===== src/rtl/keypad_pkg.sv =====
// Shared constants for the keypad encoder: key codes, operator codes, FSM encoding and
// default timing parameters.
package keypad_pkg;

  localparam int unsigned DefScanCycles     = 1000;
  localparam int unsigned DefDebounceCycles = 100000;

  localparam int unsigned NumRows = 5;
  localparam int unsigned NumCols = 4;

  // Key code = row * 4 + col; codes not listed here are digits
  localparam logic [4:0] KeyBksp = 5'd3;
  localparam logic [4:0] KeyClr  = 5'd7;
  localparam logic [4:0] KeyAdd  = 5'd11;
  localparam logic [4:0] KeyZero = 5'd12;
  localparam logic [4:0] KeySub  = 5'd13;
  localparam logic [4:0] KeyEq   = 5'd14;
  localparam logic [4:0] KeyMul  = 5'd15;
  localparam logic [4:0] KeyMs   = 5'd16;
  localparam logic [4:0] KeyMr   = 5'd17;
  localparam logic [4:0] KeyMc   = 5'd18;
  localparam logic [4:0] KeyDiv  = 5'd19;

  localparam logic [1:0] OpAdd = 2'b00;
  localparam logic [1:0] OpSub = 2'b01;
  localparam logic [1:0] OpMul = 2'b10;
  localparam logic [1:0] OpDiv = 2'b11;

  typedef enum logic [2:0] {
    StScan    = 3'd0,
    StConfirm = 3'd1,
    StEmit    = 3'd2,
    StHeld    = 3'd3,
    StRelease = 3'd4
  } state_t;

  typedef struct packed {
    logic dig;
    logic op;
    logic sub;
    logic ex;
    logic bksp;
    logic clr;
    logic ms;
    logic mr;
    logic mc;
  } key_evt_t;

endpackage


===== src/rtl/keypad_encoder_if.sv =====
// Keypad matrix lines plus the key-event bus towards the calculator control FSM.
interface keypad_encoder_if;
  import keypad_pkg::*;

  logic [NumRows-1:0] row_in;
  logic [NumCols-1:0] col_drive;
  logic               dig, op, sub, ex, bksp, clr, ms, mr, mc;
  logic [3:0]         digit;
  logic [1:0]         op_code;
  logic [4:0]         key_code;
  logic [2:0]         LED;

  modport master (
    input  row_in,
    output col_drive, dig, op, sub, ex, bksp, clr, ms, mr, mc, digit, op_code, key_code, LED
  );

  modport slave (
    output row_in,
    input  col_drive, dig, op, sub, ex, bksp, clr, ms, mr, mc, digit, op_code, key_code, LED
  );
endinterface


===== src/rtl/key_decode.sv =====
// Combinational map from key code to event pulses, digit value and operator code.
module key_decode
  import keypad_pkg::*;
(
  input  logic [4:0] key_code,
  output key_evt_t   evt,
  output logic [3:0] digit,
  output logic [1:0] op_code
);

  always_comb begin
    evt     = '0;
    digit   = '0;
    op_code = OpAdd;
    case (key_code)
      5'd0:    begin evt.dig = 1'b1; digit = 4'd7; end
      5'd1:    begin evt.dig = 1'b1; digit = 4'd8; end
      5'd2:    begin evt.dig = 1'b1; digit = 4'd9; end
      5'd4:    begin evt.dig = 1'b1; digit = 4'd4; end
      5'd5:    begin evt.dig = 1'b1; digit = 4'd5; end
      5'd6:    begin evt.dig = 1'b1; digit = 4'd6; end
      5'd8:    begin evt.dig = 1'b1; digit = 4'd1; end
      5'd9:    begin evt.dig = 1'b1; digit = 4'd2; end
      5'd10:   begin evt.dig = 1'b1; digit = 4'd3; end
      KeyZero: begin evt.dig = 1'b1; digit = 4'd0; end
      KeyBksp: evt.bksp = 1'b1;
      KeyClr:  evt.clr  = 1'b1;
      KeyAdd:  begin evt.op = 1'b1; op_code = OpAdd; end
      // Minus doubles as a sign key, so the control FSM sees both sub and op
      KeySub:  begin evt.sub = 1'b1; evt.op = 1'b1; op_code = OpSub; end
      KeyEq:   evt.ex = 1'b1;
      KeyMul:  begin evt.op = 1'b1; op_code = OpMul; end
      KeyMs:   evt.ms = 1'b1;
      KeyMr:   evt.mr = 1'b1;
      KeyMc:   evt.mc = 1'b1;
      KeyDiv:  begin evt.op = 1'b1; op_code = OpDiv; end
      default: ;
    endcase
  end

endmodule


===== src/rtl/keypad_encoder.sv =====
// 5x4 keypad scanner: synchronises rows, debounces press and release, and emits one
// key-event pulse per physical press.
module keypad_encoder
  import keypad_pkg::*;
#(
  parameter int unsigned SCAN_CYCLES     = DefScanCycles,
  parameter int unsigned DEBOUNCE_CYCLES = DefDebounceCycles
) (
  input logic              clock,
  input logic              reset_n,
  keypad_encoder_if.master kp
);

  localparam int unsigned SW = $clog2(SCAN_CYCLES);
  localparam int unsigned DW = $clog2(DEBOUNCE_CYCLES + 1);
  localparam logic [SW-1:0] ScanLast = SW'(SCAN_CYCLES - 1);
  localparam logic [DW-1:0] DebLast  = DW'(DEBOUNCE_CYCLES - 1);

  logic [NumRows-1:0] row_meta_q, row_sync_q, row_low;
  state_t             state_q, state_d;
  logic [1:0]         col_q, col_d;
  logic [SW-1:0]      scan_cnt_q, scan_cnt_d;
  logic [DW-1:0]      deb_cnt_q, deb_cnt_d;
  logic [2:0]         cap_row_q, cap_row_d, low_idx;
  logic [3:0]         digit_q, digit_d, dec_digit;
  logic [1:0]         op_code_q, op_code_d, dec_op_code;
  logic [4:0]         key_code_q, key_code_d, cap_code;
  logic               one_low, all_high, cap_alone, emit;
  key_evt_t           dec_evt;

  assign row_low   = ~row_sync_q;
  assign one_low   = $onehot(row_low);
  assign all_high  = &row_sync_q;
  assign cap_alone = (row_sync_q == ~(NumRows'(1) << cap_row_q));
  assign cap_code  = {cap_row_q, col_q};
  assign emit      = (state_q == StEmit);

  always_comb begin
    low_idx = '0;
    for (int unsigned i = 0; i < NumRows; i++) begin
      if (row_low[i]) low_idx = 3'(i);
    end
  end

  key_decode u_key_decode (
    .key_code (cap_code),
    .evt      (dec_evt),
    .digit    (dec_digit),
    .op_code  (dec_op_code)
  );

  always_comb begin
    state_d    = state_q;
    col_d      = col_q;
    scan_cnt_d = scan_cnt_q;
    deb_cnt_d  = deb_cnt_q;
    cap_row_d  = cap_row_q;
    digit_d    = digit_q;
    op_code_d  = op_code_q;
    key_code_d = key_code_q;
    unique case (state_q)
      StScan: begin
        if (scan_cnt_q == ScanLast) begin
          scan_cnt_d = '0;
          // Ghosted samples (several rows low) fall through and keep scanning
          if (one_low) begin
            state_d   = StConfirm;
            cap_row_d = low_idx;
            deb_cnt_d = '0;
          end else begin
            col_d = col_q + 2'd1;
          end
        end else begin
          scan_cnt_d = scan_cnt_q + SW'(1);
        end
      end
      StConfirm: begin
        if (!cap_alone) begin
          state_d   = StScan;
          deb_cnt_d = '0;
          col_d     = col_q + 2'd1;
        end else if (deb_cnt_q == DebLast) begin
          state_d    = StEmit;
          deb_cnt_d  = '0;
          key_code_d = cap_code;
          if (dec_evt.dig) digit_d = dec_digit;
          if (dec_evt.op) op_code_d = dec_op_code;
        end else begin
          deb_cnt_d = deb_cnt_q + DW'(1);
        end
      end
      StEmit: state_d = StHeld;
      StHeld: begin
        if (all_high) begin
          state_d   = StRelease;
          deb_cnt_d = '0;
        end
      end
      StRelease: begin
        if (!all_high) begin
          state_d   = StHeld;
          deb_cnt_d = '0;
        end else if (deb_cnt_q == DebLast) begin
          state_d    = StScan;
          deb_cnt_d  = '0;
          scan_cnt_d = '0;
          col_d      = col_q + 2'd1;
        end else begin
          deb_cnt_d = deb_cnt_q + DW'(1);
        end
      end
      default: state_d = StScan;
    endcase
  end

  always_ff @(posedge clock or negedge reset_n) begin
    if (!reset_n) begin
      row_meta_q <= '1;
      row_sync_q <= '1;
      state_q    <= StScan;
      col_q      <= '0;
      scan_cnt_q <= '0;
      deb_cnt_q  <= '0;
      cap_row_q  <= '0;
      digit_q    <= '0;
      op_code_q  <= OpAdd;
      key_code_q <= '0;
    end else begin
      row_meta_q <= kp.row_in;
      row_sync_q <= row_meta_q;
      state_q    <= state_d;
      col_q      <= col_d;
      scan_cnt_q <= scan_cnt_d;
      deb_cnt_q  <= deb_cnt_d;
      cap_row_q  <= cap_row_d;
      digit_q    <= digit_d;
      op_code_q  <= op_code_d;
      key_code_q <= key_code_d;
    end
  end

  assign kp.col_drive = ~(NumCols'(1) << col_q);
  assign kp.dig       = emit & dec_evt.dig;
  assign kp.op        = emit & dec_evt.op;
  assign kp.sub       = emit & dec_evt.sub;
  assign kp.ex        = emit & dec_evt.ex;
  assign kp.bksp      = emit & dec_evt.bksp;
  assign kp.clr       = emit & dec_evt.clr;
  assign kp.ms        = emit & dec_evt.ms;
  assign kp.mr        = emit & dec_evt.mr;
  assign kp.mc        = emit & dec_evt.mc;
  assign kp.digit     = digit_q;
  assign kp.op_code   = op_code_q;
  assign kp.key_code  = key_code_q;
  assign kp.LED       = state_q;

endmodule

===== src/flat_wrapper.sv =====
// flat-port wrapper written by rule: the top's interface ports become plain ports
module keypad_encoder_flat import keypad_pkg::*;
#(
  parameter int unsigned SCAN_CYCLES     = DefScanCycles,
  parameter int unsigned DEBOUNCE_CYCLES = DefDebounceCycles
)
  (clock, reset_n, kp_row_in, kp_col_drive, kp_dig, kp_op, kp_sub, kp_ex, kp_bksp, kp_clr, kp_ms, kp_mr, kp_mc, kp_digit, kp_op_code, kp_key_code, kp_LED);
  keypad_encoder_if kp_i ();
  input logic clock;
  input logic reset_n;
  input wire logic [$bits(kp_i.row_in)-1:0] kp_row_in;
  output wire logic [$bits(kp_i.col_drive)-1:0] kp_col_drive;
  output wire logic [$bits(kp_i.dig)-1:0] kp_dig;
  output wire logic [$bits(kp_i.op)-1:0] kp_op;
  output wire logic [$bits(kp_i.sub)-1:0] kp_sub;
  output wire logic [$bits(kp_i.ex)-1:0] kp_ex;
  output wire logic [$bits(kp_i.bksp)-1:0] kp_bksp;
  output wire logic [$bits(kp_i.clr)-1:0] kp_clr;
  output wire logic [$bits(kp_i.ms)-1:0] kp_ms;
  output wire logic [$bits(kp_i.mr)-1:0] kp_mr;
  output wire logic [$bits(kp_i.mc)-1:0] kp_mc;
  output wire logic [$bits(kp_i.digit)-1:0] kp_digit;
  output wire logic [$bits(kp_i.op_code)-1:0] kp_op_code;
  output wire logic [$bits(kp_i.key_code)-1:0] kp_key_code;
  output wire logic [$bits(kp_i.LED)-1:0] kp_LED;
  assign kp_i.row_in = kp_row_in;
  assign kp_col_drive = kp_i.col_drive;
  assign kp_dig = kp_i.dig;
  assign kp_op = kp_i.op;
  assign kp_sub = kp_i.sub;
  assign kp_ex = kp_i.ex;
  assign kp_bksp = kp_i.bksp;
  assign kp_clr = kp_i.clr;
  assign kp_ms = kp_i.ms;
  assign kp_mr = kp_i.mr;
  assign kp_mc = kp_i.mc;
  assign kp_digit = kp_i.digit;
  assign kp_op_code = kp_i.op_code;
  assign kp_key_code = kp_i.key_code;
  assign kp_LED = kp_i.LED;
  keypad_encoder #(.SCAN_CYCLES(SCAN_CYCLES), .DEBOUNCE_CYCLES(DEBOUNCE_CYCLES)) u_core (.clock(clock), .reset_n(reset_n), .kp(kp_i));
endmodule

===== config.mk =====
export PLATFORM = sky130hd
export DESIGN_NAME = keypad_encoder_flat
export DESIGN_NICKNAME = d
export VERILOG_FILES = /design/src/rtl/keypad_pkg.sv /design/src/rtl/keypad_encoder_if.sv /design/src/rtl/key_decode.sv /design/src/rtl/keypad_encoder.sv /design/src/flat_wrapper.sv
export SDC_FILE = /design/constraint.sdc
export NUM_CORES = 1
export LEC_CHECK = 0
export ABC_AREA = 0
export CORE_MARGIN = 5
export CORE_UTILIZATION = 45
export DETAILED_ROUTE_END_ITERATION = 8
export HOLD_SLACK_MARGIN = 0.03
export PLACE_DENSITY = 0.66
export SLEW_MARGIN = 15
export SYNTH_ARGS = -nofsm -noshare
export SYNTH_HDL_FRONTEND = slang
export SYNTH_SLANG_ARGS = --single-unit

===== constraint.sdc =====
create_clock -name clock -period 3.4 [get_ports clock]
set_input_delay 0.51 -clock clock [delete_from_list [all_inputs] [get_ports clock]]
set_output_delay 0.51 -clock clock [all_outputs]
set_load 0.05 [all_outputs]

# ---- Yosys cells after proc, flatten, opt, wreduce, memory -nomap -nowiden
# Cells that the tools add are included.
dict set report classes {
  n_eq_ne 36
  reduce_logical 16
  addsub 7
  bitwise_logic 12
  shift 2
  mux 40
}
# operator count
set ops {}
lappend ops {{$mux 17} 6}
lappend ops {{$pmux 17 s4} 1}
lappend ops {{$eq 5x4->1 const B} 8}
lappend ops {{$pmux 4 s9} 1}
lappend ops {{$mux 10} 3}
lappend ops {{$mux 3} 10}
lappend ops {{$eq 5x3->1 const B} 4}
lappend ops {{$eq 5x5->1 const B} 4}
lappend ops {{$pmux 10 s2} 1}
lappend ops {{$add 17x1->17 const B} 1}
lappend ops {{$eq 17x17->1 const B} 1}
lappend ops {{$pmux 3 s5} 1}
lappend ops {{$pmux 2 s3} 2}
lappend ops {{$reduce_and 4->1} 3}
lappend ops {{$add 10x1->10 const B} 1}
lappend ops {{$eq 10x10->1 const B} 1}
lappend ops {{$eq 5x2->1 const B} 2}
lappend ops {{$mux 1} 10}
lappend ops {{$mux 2} 5}
lappend ops {{$ne 2x1->1 const B} 5}
lappend ops {{$not 5->5} 2}
lappend ops {{$reduce_and 5->1} 2}
lappend ops {{$reduce_or 10->1} 1}
lappend ops {{$and 1x1->1} 9}
lappend ops {{other kinds (22)} 29}
dict set report totals {
  regBits 56
  output_inout_bits 27
  wordCells 123
}

# ---- Logic depth before layout (Yosys ltp)
dict set report logic_depth {
  ltp_word 8
  mapped_depth 12
}

# ---- By module
# A second synthesis with hierarchy kept.
dict set report hier_totals {
  cells_unflattened 374
  hier_area_um2 3355.7
}
# module area_per_inst_um2 n_inst cells_per_inst seq_area_each_um2
set modules_own_cells {}
lappend modules_own_cells {keypad_encoder 3100.5 1 332 1413.9}
lappend modules_own_cells {key_decode 255.2 1 42 0.0}

# ---- Least setup slack after synthesis
# No wires, ideal clock.
dict set report synth_timing {
  path_type {register -> register}
  from {reg u_core.row_sync_q[0]}
  to {reg u_core.deb_cnt_q[2]}
  path_stages_with_launch 13
  required_ns 3.290
  arrival_time_ns 2.701
  setup_time_ns 0.110
  setup_slack_ns 0.589
  period_less_slack_ns 2.811
  path_cell_list {dfstp_2 > inv_1 > ha_1 > fa_1 > inv_1 > fa_1 > and3_1 > a21oi_1 > a221o_1 > buf_2 > buf_2 > o21ai_1 > o41ai_1}
}
dict set report synth_via {
  elab_chain_len 7
}
# element line
set synth_lines {}
lappend synth_lines {{from (decl)} keypad_encoder.sv:19} ;# logic [NumRows-1:0] row_meta_q, row_sync_q, row_low;
lappend synth_lines {{from (signal assigned)} keypad_encoder.sv:130} ;# row_sync_q <= row_meta_q;
lappend synth_lines {{$not 5->5} keypad_encoder.sv:31} ;# assign row_low = ~row_sync_q;
lappend synth_lines {{$add 1x1->2 (implied by the code)} keypad_encoder.sv:32} ;# assign one_low = $onehot(row_low);
lappend synth_lines {{$add 3x3->3 (implied by the code)} keypad_encoder.sv:32}
lappend synth_lines {{$add 3x1->3 (implied by the code)} keypad_encoder.sv:32}
lappend synth_lines {{$eq 3x1->1} keypad_encoder.sv:32}
lappend synth_lines {{$ne 2x1->1 (no source line)} n/a}
lappend synth_lines {{$reduce_and 4->1 (no source line)} n/a}
lappend synth_lines {{to (signal assigned)} keypad_encoder.sv:134} ;# deb_cnt_q <= deb_cnt_d;
lappend synth_lines {{to (decl)} keypad_encoder.sv:23} ;# logic [DW-1:0] deb_cnt_q, deb_cnt_d;
# Several ways; a longest one is shown, not always the timed one.
# A chain may end at the register's enable or synchronous reset.

# ---- Final worst setup path
dict set report layout_timing {
  from {reg u_core.row_sync_q[2]}
  to {reg u_core.deb_cnt_q[11]}
}
# The elaborated chain is that of the path after synthesis.

==> metrics.md <==
| Metric | Value |
|---|---|
| Min Clock Period, post-route | 3120 ps |
| Worst-path fanout max | 18 |
| Number of enable flip-flop cells after synthesis | 0 |
| Die W | 94.3 µm |
| Max-slew violations | 0 |
| Worst setup EP type | flip-flop |
| Relative slew slack | 51.3% |
| Pint | 0.841 mW |
| Peak VDD IR | 0.000141 V |
| Area grow syn2layout | 16.1% |
| Fillers | 679 |
| DRT iter0 DRCs | 153 |
| Clk root buf | clkbuf_8 |
| Most frequent cells after synthesis | dfrtp_1, nand2_1, nor2_1, nand3_1, inv_1 |
| TritonCTS Buffers | 5 |
| Setup Buffers After CTS | 0 |
| Routability cong. | 0.860 |
| Share of layout cells above drive strength 1 | 11.4% |
| Syn_nets | 363 |
| Vias in the first global route | 2570 |
| Worst Max-Slew Pin Slew | 730 ps |
| Total negative slack | 0 ps |
| Core area | 6870 µm² |
| First-pass GRT wire length | 12.1 mm |
| Final Hold Viols | 0 |
| Max Clock Freq | 321 MHz |
| Cell Area, Synth | 3200 µm² |
| CP startpoint kind | flip-flop |
| Clk pwr share | 33.4% |
| Asr flop ratio synth | 100% |
| Tot GR Track Use | 16.9% |
| Detailed Route WL | 7.02 mm |
| P per Cell Area | 294 nW/µm² |
| Arrival @ worst endpoint | 3360 ps |
| Area share of the largest cell type after synthesis | 36.0% |
| Power, Total | 1.09 mW |
| Top cell type by total area after synthesis | dfrtp_1 |
| Seq pwr share | 62.7% |
| # clock sinks | 56 |
| CTS tree | built |
| Leakage | 1.61 nW |
| Final Setup Violations | 0 |
| Maxcap violations | 0 |
| Combinational share of power | 4.0% |
| Clock transition at the registers of the reported paths | 100 ps |
| Congestion Overflow GR | 0 |
| DIE HEIGHT | 94.3 µm |
| Layout Skew | 10.8 ps |
| Avg Cell Area, Syn | 9.32 µm² |
| Post-synth top flop | dfrtp_1 |
| Most frequent cell after synthesis | dfrtp_1 |
| Initial Utilization | 46.5% |
| H-tree levels | 2 |
| CTS max path bufs | 2 |
| Clk_lat worst skew | 310 ps |
| WP data required | 3640 ps |
| Setup CP Type | reg2reg |
| # rows | 30 |
| Yosys warning count | 0 |
| Post-synthesis sequential area ratio | 44.2% |
| Antenna violations before repair | 0 |
| Final period util | 91.7% |
| Switching part of the total | 22.9% |
| Drt pass-1 iters | 4 |
| Outcome | completed |
| Netlist cell types | 61 |
| DRC errors left | 0 |
| Most area-consuming cells after synthesis | dfrtp_1, dfstp_2, ha_1, nand3_1, nand2_1 |
| HPWL after DPL | 5.14 mm |
| Die area | 8890 µm² |
| Switch Pwr | 0.250 mW |
| Multi-input gate area | 1640 µm² |
| Ant. Diodes | 0 |
| Gate Count Post-Synth | 343 |
| Routed Antenna Nets | 0 |
| RSZ-0062 raised after global routing | no |
| Vias per cell | 5.67 |
| Maximum number of pins on one net before global-route repair | 33 |
| I/O pins | 34 |
| Port Buffers | 33 |
| DR vias | 2676 |
| Final nets | 395 |
| Avg WL per Cell | 14.9 µm |
| Worst hold-check path type | in2async |
| Sequential cell area | 1410 µm² |
| Register bit total from synthesis | 56 |
## cell families (layout without fill, tap and decap cells)
group                      count (synthesis)  in the layout  synth area share, %
and+or+nand+nor                          144            144                 23.8
AOI/OAI and AO/OA                         82             82                 17.8
DFF                                       56             56                 44.2
buffers and inverters                     36             69                 4.54
adders and majority gates                 13             13                 5.56
muxes                                     11             11                 3.76
xor gates and xnor gates                   1              1                0.274
## state kept, by name, indices dropped and copies added (netlist names), 3 cells and up
register            flops
u_core.cap_row_q        3
u_core.kp.LED           3
u_core.deb_cnt_q       17
u_core.row_sync_q       5
u_core.row_meta_q       5
u_core.kp.digit         4
u_core.scan_cnt_q      10
u_core.kp.key_code      5
## cell usage in the layout (no fill, tap or decap), drive strengths merged, types with 4 or more instances in the layout
cell type / netlist / final
nand3: 24 / 24
clkdlybuf4s50: 0 / 32
dfrtp: 46 / 46
buf: 6 / 6
a21oi: 18 / 18
nor2: 28 / 28
and4: 4 / 4
dfstp: 10 / 10
a31oi: 8 / 8
nand2: 32 / 32
ha: 11 / 11
clkbuf: 7 / 6
inv: 23 / 23
a221o: 4 / 4
and3: 16 / 16
nor4: 4 / 4
or3: 9 / 9
mux2: 8 / 8
o21ai: 25 / 25
nor3: 10 / 10
o31ai: 5 / 5
## metal layers
layer  track usage, %  part of all wire [%]  up-vias
met1             22.1                    48     1288
met3             2.88                   4.5        9
met4             3.97                   1.1        0
met2             28.9                    47       71
met5                0                     0        -
li1                 -                     -     1308
## power by group through the flow
stage | clock (mW) | sequential [mW] | combinational, mW
2_1_floorplan | 0 | 0.694 | 0.0184
3_3_place_gp | 0 | 0.696 | 0.0439
3_5_place_dp | 0 | 0.696 | 0.0441
4_1_cts | 0.383 | 0.684 | 0.0449
5_1_grt | 0.406 | 0.685 | 0.0518
6_report | 0.364 | 0.684 | 0.0432
## worst paths after layout
kind                                       from              endpoint  slack [ps]  depth (start not counted)
max                        u_core.row_sync_q[2]  u_core.deb_cnt_q[11]         280                         10
min                                     reset_n   u_core.cap_row_q[1]         240                          1
max reg2reg                u_core.row_sync_q[2]  u_core.deb_cnt_q[11]         280                         10
min reg2reg                u_core.row_meta_q[0]  u_core.row_sync_q[0]         360                          0
max in group asynchronous               reset_n  u_core.row_meta_q[3]        2410                          2
min in group clock         u_core.row_meta_q[0]  u_core.row_sync_q[0]         360                          0
## critical path, cell delays in order, from the launching register on
cell and delay [ps]:
dfstp_2 600, inv_1 100, ha_1 310, fa_1 160
inv_1 40, fa_1 470, and3_1 170, a21oi_1 90
a221o_2 480, or4_1 540, o21ai_1 90
## metrics by stage
step / setup WS (ps) / std cells / util (%) / hold slack [ps] / area [µm²]
after floorplan: 589 / 343 / - / 214 / 3200
after global placement: 232 / 464 / 52.7 / 347 / 3620
after detailed placement: 173 / 464 / 52.7 / 348 / 3620
after CTS: 148 / 472 / 54.0 / 260 / 3710
after global routing: 86.8 / 472 / 54.0 / 298 / 3710
final: 281 / 472 / 54.0 / 245 / 3710
## layout make-up
cell class / instances / share of cell area [%]
Timing Repair Buffer: 38 / 9.78
Sequential cell: 56 / 38.1
Clock buffer: 6 / 1.96
Inverter: 23 / 2.33
Tap cell: 96 / 3.24
Clock inverter: 2 / 0.438
Multi-Input combinational cell: 251 / 44.1
## repair_timing
item / 4_1_cts / 5_1_grt
gates resized for setup: 0 / 1
hold buffers: 0 / 0
setup endpoints to repair: 0 / 6
No activity file was read; power rests on OpenSTA's default activity.
